==> config.mk <==
export PLATFORM = sky130hd
export DESIGN_NAME = shift_rotate_unit
export DESIGN_NICKNAME = d
export VERILOG_FILES = /design/src/rtl/shift_rotate_unit.sv
export SDC_FILE = /design/constraint.sdc
export NUM_CORES = 1
export LEC_CHECK = 0
export CAP_MARGIN = 10
export CORE_UTILIZATION = 55
export DETAILED_ROUTE_END_ITERATION = 8
export GPL_TIMING_DRIVEN = 1
export PLACE_DENSITY = 0.84
export SYNTH_ARGS = -nofsm -noshare
export SYNTH_HDL_FRONTEND = slang
export SYNTH_SLANG_ARGS = --single-unit
==> constraint.sdc <==
create_clock -name clk -period 3.77 [get_ports clk]
set_clock_uncertainty 0.1 [all_clocks]
set_input_delay 1.131 -clock clk [delete_from_list [all_inputs] [get_ports clk]]
set_output_delay 1.131 -clock clk [all_outputs]
set_load 0.005 [all_outputs]
==> src/rtl/shift_rotate_unit.sv <==
// -----------------------------------------------------------------------------
// shift_rotate_unit
//
// Multi-cycle shift/rotate execution unit. A command is accepted through a
// valid/ready handshake. The unit then performs one 1-bit step per cycle until
// the effective count is used up. It presents the result with carry, sign and
// zero flags until the consumer takes it.
//
// Modes: 000 ROL, 001 ROR, 010 SHL, 011 SHR, 100 SAR, 101 RCL, 110 RCR,
//        111 reserved.
//
// Configuration macro: SHIFT_ROTATE_CARRY_EN
//   defined   - RCL/RCR rotate through the carry flag ({cf, r} is W+1 bits).
//   undefined - RCL/RCR behave as reserved: n = 0, r = a, cf = cf_prev.
//
// Ports:
//   clk          system clock, rising edge
//   rst_n        asynchronous active-low reset
//   start_valid  command valid
//   start_ready  unit idle, command can be accepted
//   mode [2:0]   operation select
//   a    [W-1:0] operand
//   b    [W-1:0] unsigned shift/rotate count
//   cf_prev      incoming carry flag
//   res_valid    result and flags valid
//   res_ready    consumer accepts result
//   r    [W-1:0] result
//   cf           carry flag
//   sf           sign flag, r[W-1]
//   zf           zero flag, r == 0
// -----------------------------------------------------------------------------
module shift_rotate_unit #(
    parameter int W = 6
) (
    input  logic         clk,
    input  logic         rst_n,
    input  logic         start_valid,
    output logic         start_ready,
    input  logic [2:0]   mode,
    input  logic [W-1:0] a,
    input  logic [W-1:0] b,
    input  logic         cf_prev,
    output logic         res_valid,
    input  logic         res_ready,
    output logic [W-1:0] r,
    output logic         cf,
    output logic         sf,
    output logic         zf
);

    typedef enum logic [1:0] {S_IDLE, S_SHIFT, S_DONE} state_t;

    typedef enum logic [2:0] {
        M_ROL = 3'b000,
        M_ROR = 3'b001,
        M_SHL = 3'b010,
        M_SHR = 3'b011,
        M_SAR = 3'b100,
        M_RCL = 3'b101,
        M_RCR = 3'b110,
        M_RSV = 3'b111
    } mode_t;

    // The count is kept one bit wider than the operand so it can hold W+1,
    // the largest rotate-through-carry count.
    localparam logic [W:0] C_W  = (W + 1)'(W);
    localparam logic [W:0] C_W1 = (W + 1)'(W + 1);

    state_t       r_state;
    state_t       w_state_nxt;
    mode_t        r_mode;
    logic [W-1:0] r_val;
    logic         r_cf;
    logic [W:0]   r_cnt;

    logic         w_accept;
    logic [W:0]   w_b_ext;
    logic [W:0]   w_n;
    logic [W-1:0] w_step_val;
    logic         w_step_cf;

    assign w_accept = start_valid && (r_state == S_IDLE);
    assign w_b_ext  = {1'b0, b};

    // Effective count loaded on accept.
    always_comb begin
        // NOTE: every signal written here gets a default first, so no path
        // leaves it unassigned and no latch is inferred.
        w_n = '0;
        case (mode_t'(mode))
            M_ROL, M_ROR:        w_n = w_b_ext % C_W;
            M_SHL, M_SHR, M_SAR: w_n = (w_b_ext > C_W) ? C_W : w_b_ext;
`ifdef SHIFT_ROTATE_CARRY_EN
            M_RCL, M_RCR:        w_n = w_b_ext % C_W1;
`endif
            default:             w_n = '0;
        endcase
    end

    // One 1-bit step of the captured operation.
    always_comb begin
        w_step_val = r_val;
        w_step_cf  = r_cf;
        case (r_mode)
            M_ROL: begin
                w_step_val = {r_val[W-2:0], r_val[W-1]};
                w_step_cf  = r_val[W-1];
            end
            M_ROR: begin
                w_step_val = {r_val[0], r_val[W-1:1]};
                w_step_cf  = r_val[0];
            end
            M_SHL: begin
                w_step_val = {r_val[W-2:0], 1'b0};
                w_step_cf  = r_val[W-1];
            end
            M_SHR: begin
                w_step_val = {1'b0, r_val[W-1:1]};
                w_step_cf  = r_val[0];
            end
            M_SAR: begin
                w_step_val = {r_val[W-1], r_val[W-1:1]};
                w_step_cf  = r_val[0];
            end
`ifdef SHIFT_ROTATE_CARRY_EN
            M_RCL: begin
                w_step_val = {r_val[W-2:0], r_cf};
                w_step_cf  = r_val[W-1];
            end
            M_RCR: begin
                w_step_val = {r_cf, r_val[W-1:1]};
                w_step_cf  = r_val[0];
            end
`endif
            default: begin
                w_step_val = r_val;
                w_step_cf  = r_cf;
            end
        endcase
    end

    // State register.
    always_ff @(posedge clk or negedge rst_n) begin
        // NOTE: sequential state uses non-blocking assignments so every
        // register samples pre-edge values, independent of block ordering.
        if (!rst_n) r_state <= S_IDLE;
        else        r_state <= w_state_nxt;
    end

    // Next-state and handshake outputs.
    always_comb begin
        w_state_nxt = r_state;
        start_ready = 1'b0;
        res_valid   = 1'b0;
        case (r_state)
            S_IDLE: begin
                start_ready = 1'b1;
                if (start_valid) w_state_nxt = S_SHIFT;
            end
            S_SHIFT: begin
                if (r_cnt == '0) w_state_nxt = S_DONE;
            end
            S_DONE: begin
                res_valid = 1'b1;
                if (res_ready) w_state_nxt = S_IDLE;
            end
            default: w_state_nxt = S_IDLE;
        endcase
    end

    // Datapath: capture on accept, then step until the count reaches zero.
    // With n == 0 no step happens, so r = a and cf = cf_prev fall out directly.
    always_ff @(posedge clk or negedge rst_n) begin
        if (!rst_n) begin
            r_val  <= '0;
            r_cf   <= 1'b0;
            r_cnt  <= '0;
            r_mode <= M_ROL;
        end else if (w_accept) begin
            r_val  <= a;
            r_cf   <= cf_prev;
            r_cnt  <= w_n;
            r_mode <= mode_t'(mode);
        end else if ((r_state == S_SHIFT) && (r_cnt != '0)) begin
            r_val  <= w_step_val;
            r_cf   <= w_step_cf;
            r_cnt  <= r_cnt - (W + 1)'(1);
        end
    end

    assign r  = r_val;
    assign cf = r_cf;
    assign sf = r_val[W-1];
    assign zf = (r_val == '0);

endmodule
======== Word-level counts from Yosys, hierarchy flattened ========
Cells that the tools add are included.
Widths: inputs -> output; s select.
storage, ports and cells
  flip-flop bits (word level) ............. 19
operators by class
  $add $sub $neg .......................... 1
  equal/unequal tests ..................... 14
  divide/modulo/power cells ............... 1
  multiplexer cells ....................... 16
  magnitude comparators ................... 1
  reductions and logical operators ........ 20
operators with widths
  operator             count
  $pmux 6 s5           1
  $mux 6               3
  $mux 7               2
  $pmux 7 s2           1
  $eq 3x2->1 const B   4
  $ne 2x2->1 const B   4
  $logic_not 7->1      1
  $mod 6x3->7 const B  1
  $reduce_bool 7->1    1
  $sub 7x1->7 const B  1
  $eq 3x1->1 const B   2
  $eq 3x3->1 const B   2
  $gt 6x3->1 const B   1
  $logic_not 3->1      2
  $logic_not 6->1      1
  $mux 2               3
  $pmux 2 s3           1
  $reduce_and 3->1     2
  $reduce_bool 6->1    1
  $reduce_or 3->1      2
  $reduce_bool 5->1    1
  $mux 1               4
  $reduce_and 2->1     2
  $reduce_or 2->1      2
  7 further kinds      8

======== Logic depth before layout (Yosys ltp) ========
Gate-level depths: netlist of the first run.
  word-level depth ........................ 5
  mapped depth ............................ 9
  mapped depth without buffers ............ 8

======== Least setup slack after synthesis of the first run ========
No wires, ideal clock.
  path type ............................... input port to flip-flop
  start point ............................. in b[2]
  end point ............................... reg r_cnt[1]
  setup slack ............................. 0.855 ns
  stages .................................. 8
  library setup time ...................... 0.126 ns
  arrival time ............................ 2.689 ns
  buffers on the path ..................... 1
  path through ............................ buf_4 and3b_4 o31a_2 ha_1 inv_1 o211a_1 nor4_2 o32a_1
on the way
  cells in the longest elaborated chain, start to end .. 4
RTL lines
  element                                              RTL line  source
  from (decl)                                          41        input logic [W-1:0] b,
  branches (longest 2 deep; another with $mod 6x3->7)  -
  $pmux 7 s2 *                                         90        case (mode_t'(mode))
  $mux 7 *                                             179       end else if (w_accept) begin
  to (signal assigned)                                 182       r_cnt <= w_n;
  to (signal assigned)                                 187       r_cnt <= r_cnt - (W + 1)'(1);
  to (decl)                                            74        logic [W:0] r_cnt;
Mark *: on every way between the ends.
A chain may end at the register's enable or synchronous reset.

======== Worst setup path in the final report of the first run ========
Ends and elaborated chain as after synthesis.

==> results of run 1 <==
-- placed cells by master, fill, tap and decap left out, types with 2 or more instances in the layout --
master / n
nor3_1: 5
a32oi_1: 3
o21ai_0: 14
or2_2: 4
o21ai_2: 2
mux2_2: 7
buf_4: 5
nor2b_1: 2
clkdlybuf4s50_1: 30
a21oi_1: 4
clkbuf_4: 3
mux2i_1: 6
nand2_1: 19
nor4_1: 2
ha_1: 3
nand2b_1: 4
a221oi_1: 2
a311oi_1: 2
nor2_1: 18
o211ai_1: 3
inv_1: 8
a21oi_2: 2
nor3b_1: 3
dfrtp_1: 19
a31oi_1: 6
xnor2_1: 2
-- worst register-to-register path, stage by stage, from the launching register on --
cell and delay [ns]:
dfrtp_1 0.40, inv_1 0.08, ha_1 0.24, a311oi_4 0.62
a21oi_2 0.26, mux2_2 0.32
-- cell families after synthesis --
family,Yosys count
simple gates,68
compound gates,53
flops,19
buf+inv,16
mux,14
fa+ha+maj,4
xor+xnor,3
-- metrics by stage --
stage	cells	setup WS [ns]
global route	238	0.411
CTS	238	0.593
finish	238	0.519
global placement	234	0.372
floorplan	177	0.855
detailed placement	234	0.254
-- per-layer routing --
metal / vias to the layer above / GRT usage, %
met2: 72 / 42.6
met1: 694 / 36.0
li1: 721 / -
met4: 0 / 12.9
met3: 5 / 2.46
met5: - / 0
-- Yosys cell counts, types with 3 or more instances --
master    instances
a21oi_1           4
a31oi_1           6
a32oi_1           3
buf_2             3
dfrtp_1          19
ha_1              3
inv_1             8
mux2_2            7
mux2i_1           6
nand2_1          19
nand2b_1          4
nor2_1           18
nor3_1            5
nor3b_1           3
o211ai_1          3
o21ai_0          14
or2_2             4
-- registers in the layout, summed over array words and instances, names as in the netlist --
name / count
r_cnt: 7
r_state: 2
cf: 1
r_mode: 3
r: 6
-- power by group --
group	switching [uW]	internal, uW	total, uW
Sequential	131	306	437
Combinational	400	431	832
Clock	68.4	41.4	110
-- cell type report --
class	count	area share (%)
well taps	30	1.97
flip-flops and latches	19	25.0
inverters	8	1.58
clock buffers	4	1.38
repair buffers	35	17.8
multi-input cells	142	52.3
-- worst max-delay path by stage --
stage,end,cells after the start
3_5_place_dp,r_cnt[1],10
5_1_grt,r_cnt[1],10
4_1_cts,r_cnt[1],10
6_report,r_cnt[1],10
2_1_floorplan,r_cnt[1],8
3_3_place_gp,r_cnt[1],8
==> reports/qor.csv, run 1 <==
metric,value,unit
total routed wire length on the met1 layer,1790,um
met3 WL,262,um
count of input and output buffers,30,
DRC,0,
Placed Area,1870,um2
post-route clock period utilization,86.2,%
post_cts resized,0,
Final Hold Viols,0,
outcome,"finished, final reports clean",
worst hold-check path type,reg -> reg,
FF-to-FF End,r[4],
Slowest cell on crit path,clkdlybuf4s50_1,
overall power,1380,uW
setup TNS,0,ns
CTS tree,built,
"Arr. time, crit path",3.35,ns
"EDFF count, synth",0,
gr ovfl total,0,
Synth area leaders,"dfrtp_1 (31%), mux2_2 (5.1%), nand2_1 (4.6%)",
Synth async-reset ratio,100,%
crit path time final,3.25,ns
crit path max fanout,10,
"CTS clk-pin slew, worst paths",0.11,ns
area occupied by multi-input gates,993,um2
Buf/Inv on CP,3,
Avg Inst Size Synth,8.79,um2
Rows,18,
xor/xnor share of the synthesized area,1.69,%
Post-Syn Area,1560,um2
setup bufs post-CTS,0,
Cell variety after synth,56,
via density per instance,6.27,
Initial Utilization,60.6,%
total track usage,26.7,%
Hold Buf Count CTS,0,
CTS max path bufs,2,
largest family of logic cells by synthesized area,compound AO/OA/AOI/OAI gates,
Min-Delay Endpoint,cf,
worst r2r src,r_cnt[0],
Leak Pwr,0.000767,uW
post-synth top area cell,dfrtp_1,
Clock Sinks,19,
Core ar.,2570,um2
CTS H-Tree Depth,1,
Yosys warning count,0,
Compound-Gate Fraction of Synth Area,26.0,%
WP data required,3.87,ns
Antenna diodes,0,
# fillers,203,
Initial DRT Pass Iterations,5,
routed via count,1492,
initial drt markers,91,
worst hold path cell count,1,
MaxCap Viol Count,0,
R2R setup slack,1.65,ns
crit path capture type,flop,
"Slew Viols, Final",0,
WS Path Type,in -> reg,
layout net count,232,
Fmax,0.308,GHz
post-synthesis adder-cell area fraction,3.14,%
Setup crit start,b[2],
worst-skew pair later-pin latency,0.30,ns
simple-gate portion of the synthesized area,23.2,%
fraction of layout cells with a size suffix above 1,16.3,%
first-pass GRT wire length,5750,um
routability cong.,0.881,
Area growth syn-to-layout,22.2,%
Die Wd,55.2,um
Fin Hold WS,0.416,ns
Seq cells post-synth,19,
Synth Flop Type,dfrtp_1,
Post-Syn Nets,200,
register area share after synthesis,30.6,%
Yosys top cell area share,30.6,%
"delay-heaviest family, CP",compound AO/OA/AOI/OAI gates,
hold_sp,cf,
crit start category,input port,
multiplexer share of the synthesized area,9.90,%
routed wire length,3800,um
number of global-route vias before repair,1327,
crit-path max cell delay,0.52,ns
DR WL met2,1680,um
Die Y,55.2,um
Ports,31,
relative slew slack,40.3,%
top routing layer in use,met4,
Final Core Density,74.0,%
P per Cell Area,725,nW/um2
Max VDD drop,632,uV
CTS root buf,clkbuf_4,
initial antenna violation count,0,
post-route cell area,1900,um2
Worst Tran Pin Value,0.893,ns
Gate Count Post-Synth,177,
Routed WL per cell,15.9,um
setup violators final,0,
worst reg2reg path depth,5,
Detail Placement HPWL,2840,um
critical path cell sequence,clkdlybuf4s50_1 -> buf_4 -> xor2_1 -> o211ai_1 -> o31a_2 -> ha_1 -> inv_1 -> o211a_1 -> nor4_2 -> o32a_1,
die area,3040,um2
CTS Buf Count,3,
RSZ-0062 raised after global routing,false,
register area,475,um2
largest net degree at the start of global routing,20,
DRT antenna net count,0,
Note: power is estimated with default switching activity, not from simulation.
==> inputs of run 2 (changes only) <==
--- a/config.mk
+++ b/config.mk
@@ -6,10 +6,12 @@
 export NUM_CORES = 1
 export LEC_CHECK = 0
 export CAP_MARGIN = 10
-export CORE_UTILIZATION = 55
+export CELL_PAD_IN_SITES_DETAIL_PLACEMENT = 1
+export CELL_PAD_IN_SITES_GLOBAL_PLACEMENT = 1
+export CORE_UTILIZATION = 41
 export DETAILED_ROUTE_END_ITERATION = 8
 export GPL_TIMING_DRIVEN = 1
-export PLACE_DENSITY = 0.84
+export PLACE_DENSITY_LB_ADDON = 0.1
 export SYNTH_ARGS = -nofsm -noshare
 export SYNTH_HDL_FRONTEND = slang
 export SYNTH_SLANG_ARGS = --single-unit
==> run 2 against run 1 <==
Utilization down 21 points. Die area up 33%. Sequential share of layout area down 0.72 points. Routed wire length up 6.1%. Maximum frequency down 3.8%. Combinational power about the same. Critical path depth down 2. Final cell count up 8.0%. First-iteration DRC count down 22%. Sequential cell count unchanged. Via count down 1.8%. Hold slack better by 0.0039 ns.
==> reports/qor.csv, run 2 (synthesized netlist as in run 1, its figures left out) <==
metric,value,unit,change
most frequent cells in the layout,"clkdlybuf4s50_1 (30), nand2_1 (19), dfrtp_1 (19), nor2_1 (18), o21ai_0 (14)",,
Initial DRT Pass Iterations,4,,-1
Flop pwr share,31.0,%,-0.7 points
switching power total,598,uW,-0.38%
GR Util met3,1.81,%,-0.65 points
Ports,31,,unchanged
Fmax,0.296,GHz,-3.8%
switching share of power,42.3,%,-1.2 points
register area,475,um2,unchanged
Combinational Power Share,59.0,%,-1.3 points
"Slew Viols, Final",0,,unchanged
WS Path Type,in -> reg,,
total track usage,21.5,%,-5.2 points
Worst Tran Pin Value,0.852,ns,-0.0412 ns
relative slew slack,43.0,%,+2.8 points
Max VDD drop,296,uV,-53%
CTS tree,built,,
area occupied by multi-input gates,1000,um2,+0.63%
Clk pwr share,9.9,%,+1.9 points
MaxCap Viol Count,0,,unchanged
routed via count,1465,,-1.8%
CTS H-Tree Depth,1,,unchanged
CTS root buf,clkbuf_8,,
setup violators final,0,,unchanged
DRT antenna net count,0,,unchanged
Clock Sinks,19,,unchanged
Antenna diodes,0,,unchanged
Placed Area,1910,um2,+1.9%
layout net count,233,,+0.43%
crit start category,input port,,
largest net degree at the start of global routing,21,,+5.0%
"delay-heaviest family, CP",compound AO/OA/AOI/OAI gates,,
count of input and output buffers,30,,unchanged
CTS Buf Count,3,,unchanged
GR Layer Usage met2,40.2,%,-2.4 points
post-route cell area,1960,um2,+3.0%
die area,4040,um2,+33%
# fillers,440,,+120%
number of global-route vias before repair,1497,,+13%
setup TNS,0,ns,unchanged
most utilized layer in the global route result,met2,,
"CTS clk-pin slew, worst paths",0.07,ns,-0.04 ns
worst hold-check path type,reg -> reg,,
initial drt markers,71,,-22%
Top reg by flops,r_cnt,,
M1 GR Usage,25.4,%,-11 points
Hold Buf Count CTS,0,,unchanged
critical path cell sequence,clkdlybuf4s50_1 -> and3b_4 -> o31a_2 -> ha_1 -> inv_1 -> o211a_1 -> nor4_2 -> o32a_1,,
Area growth syn-to-layout,25.8,%,
Finished Layout Cells,257,,+8.0%
Rows,22,,+4
Routed WL per cell,15.7,um,-1.7%
initial antenna violation count,0,,unchanged
Internal Pwr Total,815,uW,+4.7%
Inst Count DP,253,,+8.1%
post_cts resized,0,,unchanged
"Arr. time, crit path",3.42,ns,+0.07 ns
P per Cell Area,722,nW/um2,-0.47%
crit path time final,3.38,ns,+0.127 ns
DRC,0,,unchanged
first-pass GRT wire length,6880,um,+20%
Initial Utilization,42.5,%,-18 points
Die Y,63.6,um,+15%
crit path capture type,flop,,
via density per instance,5.70,,-9.1%
RSZ-0062 raised after global routing,false,,
Final Hold Viols,0,,unchanged
routability cong.,0.884,,+0.30%
Core ar.,3660,um2,+43%
Leak Pwr,0.000783,uW,+2.2%
crit-path max cell delay,0.63,ns,+0.11 ns
routed wire length,4030,um,+6.1%
Slowest cell on crit path,clkdlybuf4s50_1,,
Detail Placement HPWL,3250,um,+14%
"commonest non-fill, non-tap cell in the layout",clkdlybuf4s50_1,,
Die Wd,63.6,um,+15%
worst-skew pair later-pin latency,0.26,ns,-0.04 ns
Buf/Inv on CP,2,,-1
CTS max path bufs,2,,unchanged
fraction of layout cells with a size suffix above 1,17.2,%,+0.88 points
max reg flops,7,,unchanged
crit path max fanout,12,,+2
outcome,"finished, final reports clean",,
post-route clock period utilization,89.6,%,+3.4 points
WP data required,3.81,ns,-0.06 ns
gr ovfl total,0,,unchanged
setup bufs post-CTS,0,,unchanged
==> run 2: cell types whose count changed in the layout (fill, tap and decap cells not counted), sizes merged <==
cell and delta:
buf +1, clkbuf -1, clkinv +1
==> run 2: power by group through the flow <==
stage / Clock (uW) / Sequential, uW / Combinational [uW]
2_1_floorplan: 0 / 409 / 608
3_3_place_gp: 0 / 433 / 813
3_5_place_dp: 0 / 442 / 845
4_1_cts: 144 / 439 / 850
5_1_grt: 151 / 459 / 938
6_report: 140 / 439 / 834
==> run 2: worst paths after layout <==
| kind | from | end | slack [ns] | cells past startpoint |
|---|---|---|---|---|
| hold reg to reg | cf | cf | 0.42 | 1 |
| max in group asynchronous | rst_n | r_cnt[0] | 1.78 | 1 |
| min in group asynchronous | rst_n | r_cnt[2] | 1.26 | 1 |
| setup / recovery | b[3] | r_cnt[1] | 0.39 | 8 |
| hold / removal | cf | cf | 0.42 | 1 |
| setup reg to reg | r_cnt[3] | r[1] | 1.63 | 4 |
==> run 2: metal layers <==
layer / vias up / wire (um)
li1: 716 / -
met1: 719 / 1750
met2: 26 / 2110
met3: 4 / 126
met4: 0 / 43
met5: - / 0
==> run 2: final cells by class <==
cell class,count,area share (%)
multi-input combinational,142,51.1
clock buffer,3,2.11
inverter,8,1.53
clock inverter,1,0.256
sequential,19,24.3
tap,48,3.07
timing repair buffer,36,17.6
==> run 2: through the flow <==
| stage | hold slack (ns) | total power [uW] | utilization (%) | setup WS, ns |
|---|---|---|---|---|
| 4_1_cts | 0.428 | 1430 | 53.5 | 0.402 |
| 6_report | 0.420 | 1410 | 53.5 | 0.393 |
| 5_1_grt | 0.441 | 1550 | 53.5 | 0.280 |
| 3_5_place_dp | 0.411 | 1290 | 52.2 | 0.127 |
| 2_1_floorplan | 0.404 | 1020 | - | 0.855 |
| 3_3_place_gp | 0.394 | 1250 | 52.2 | 0.232 |
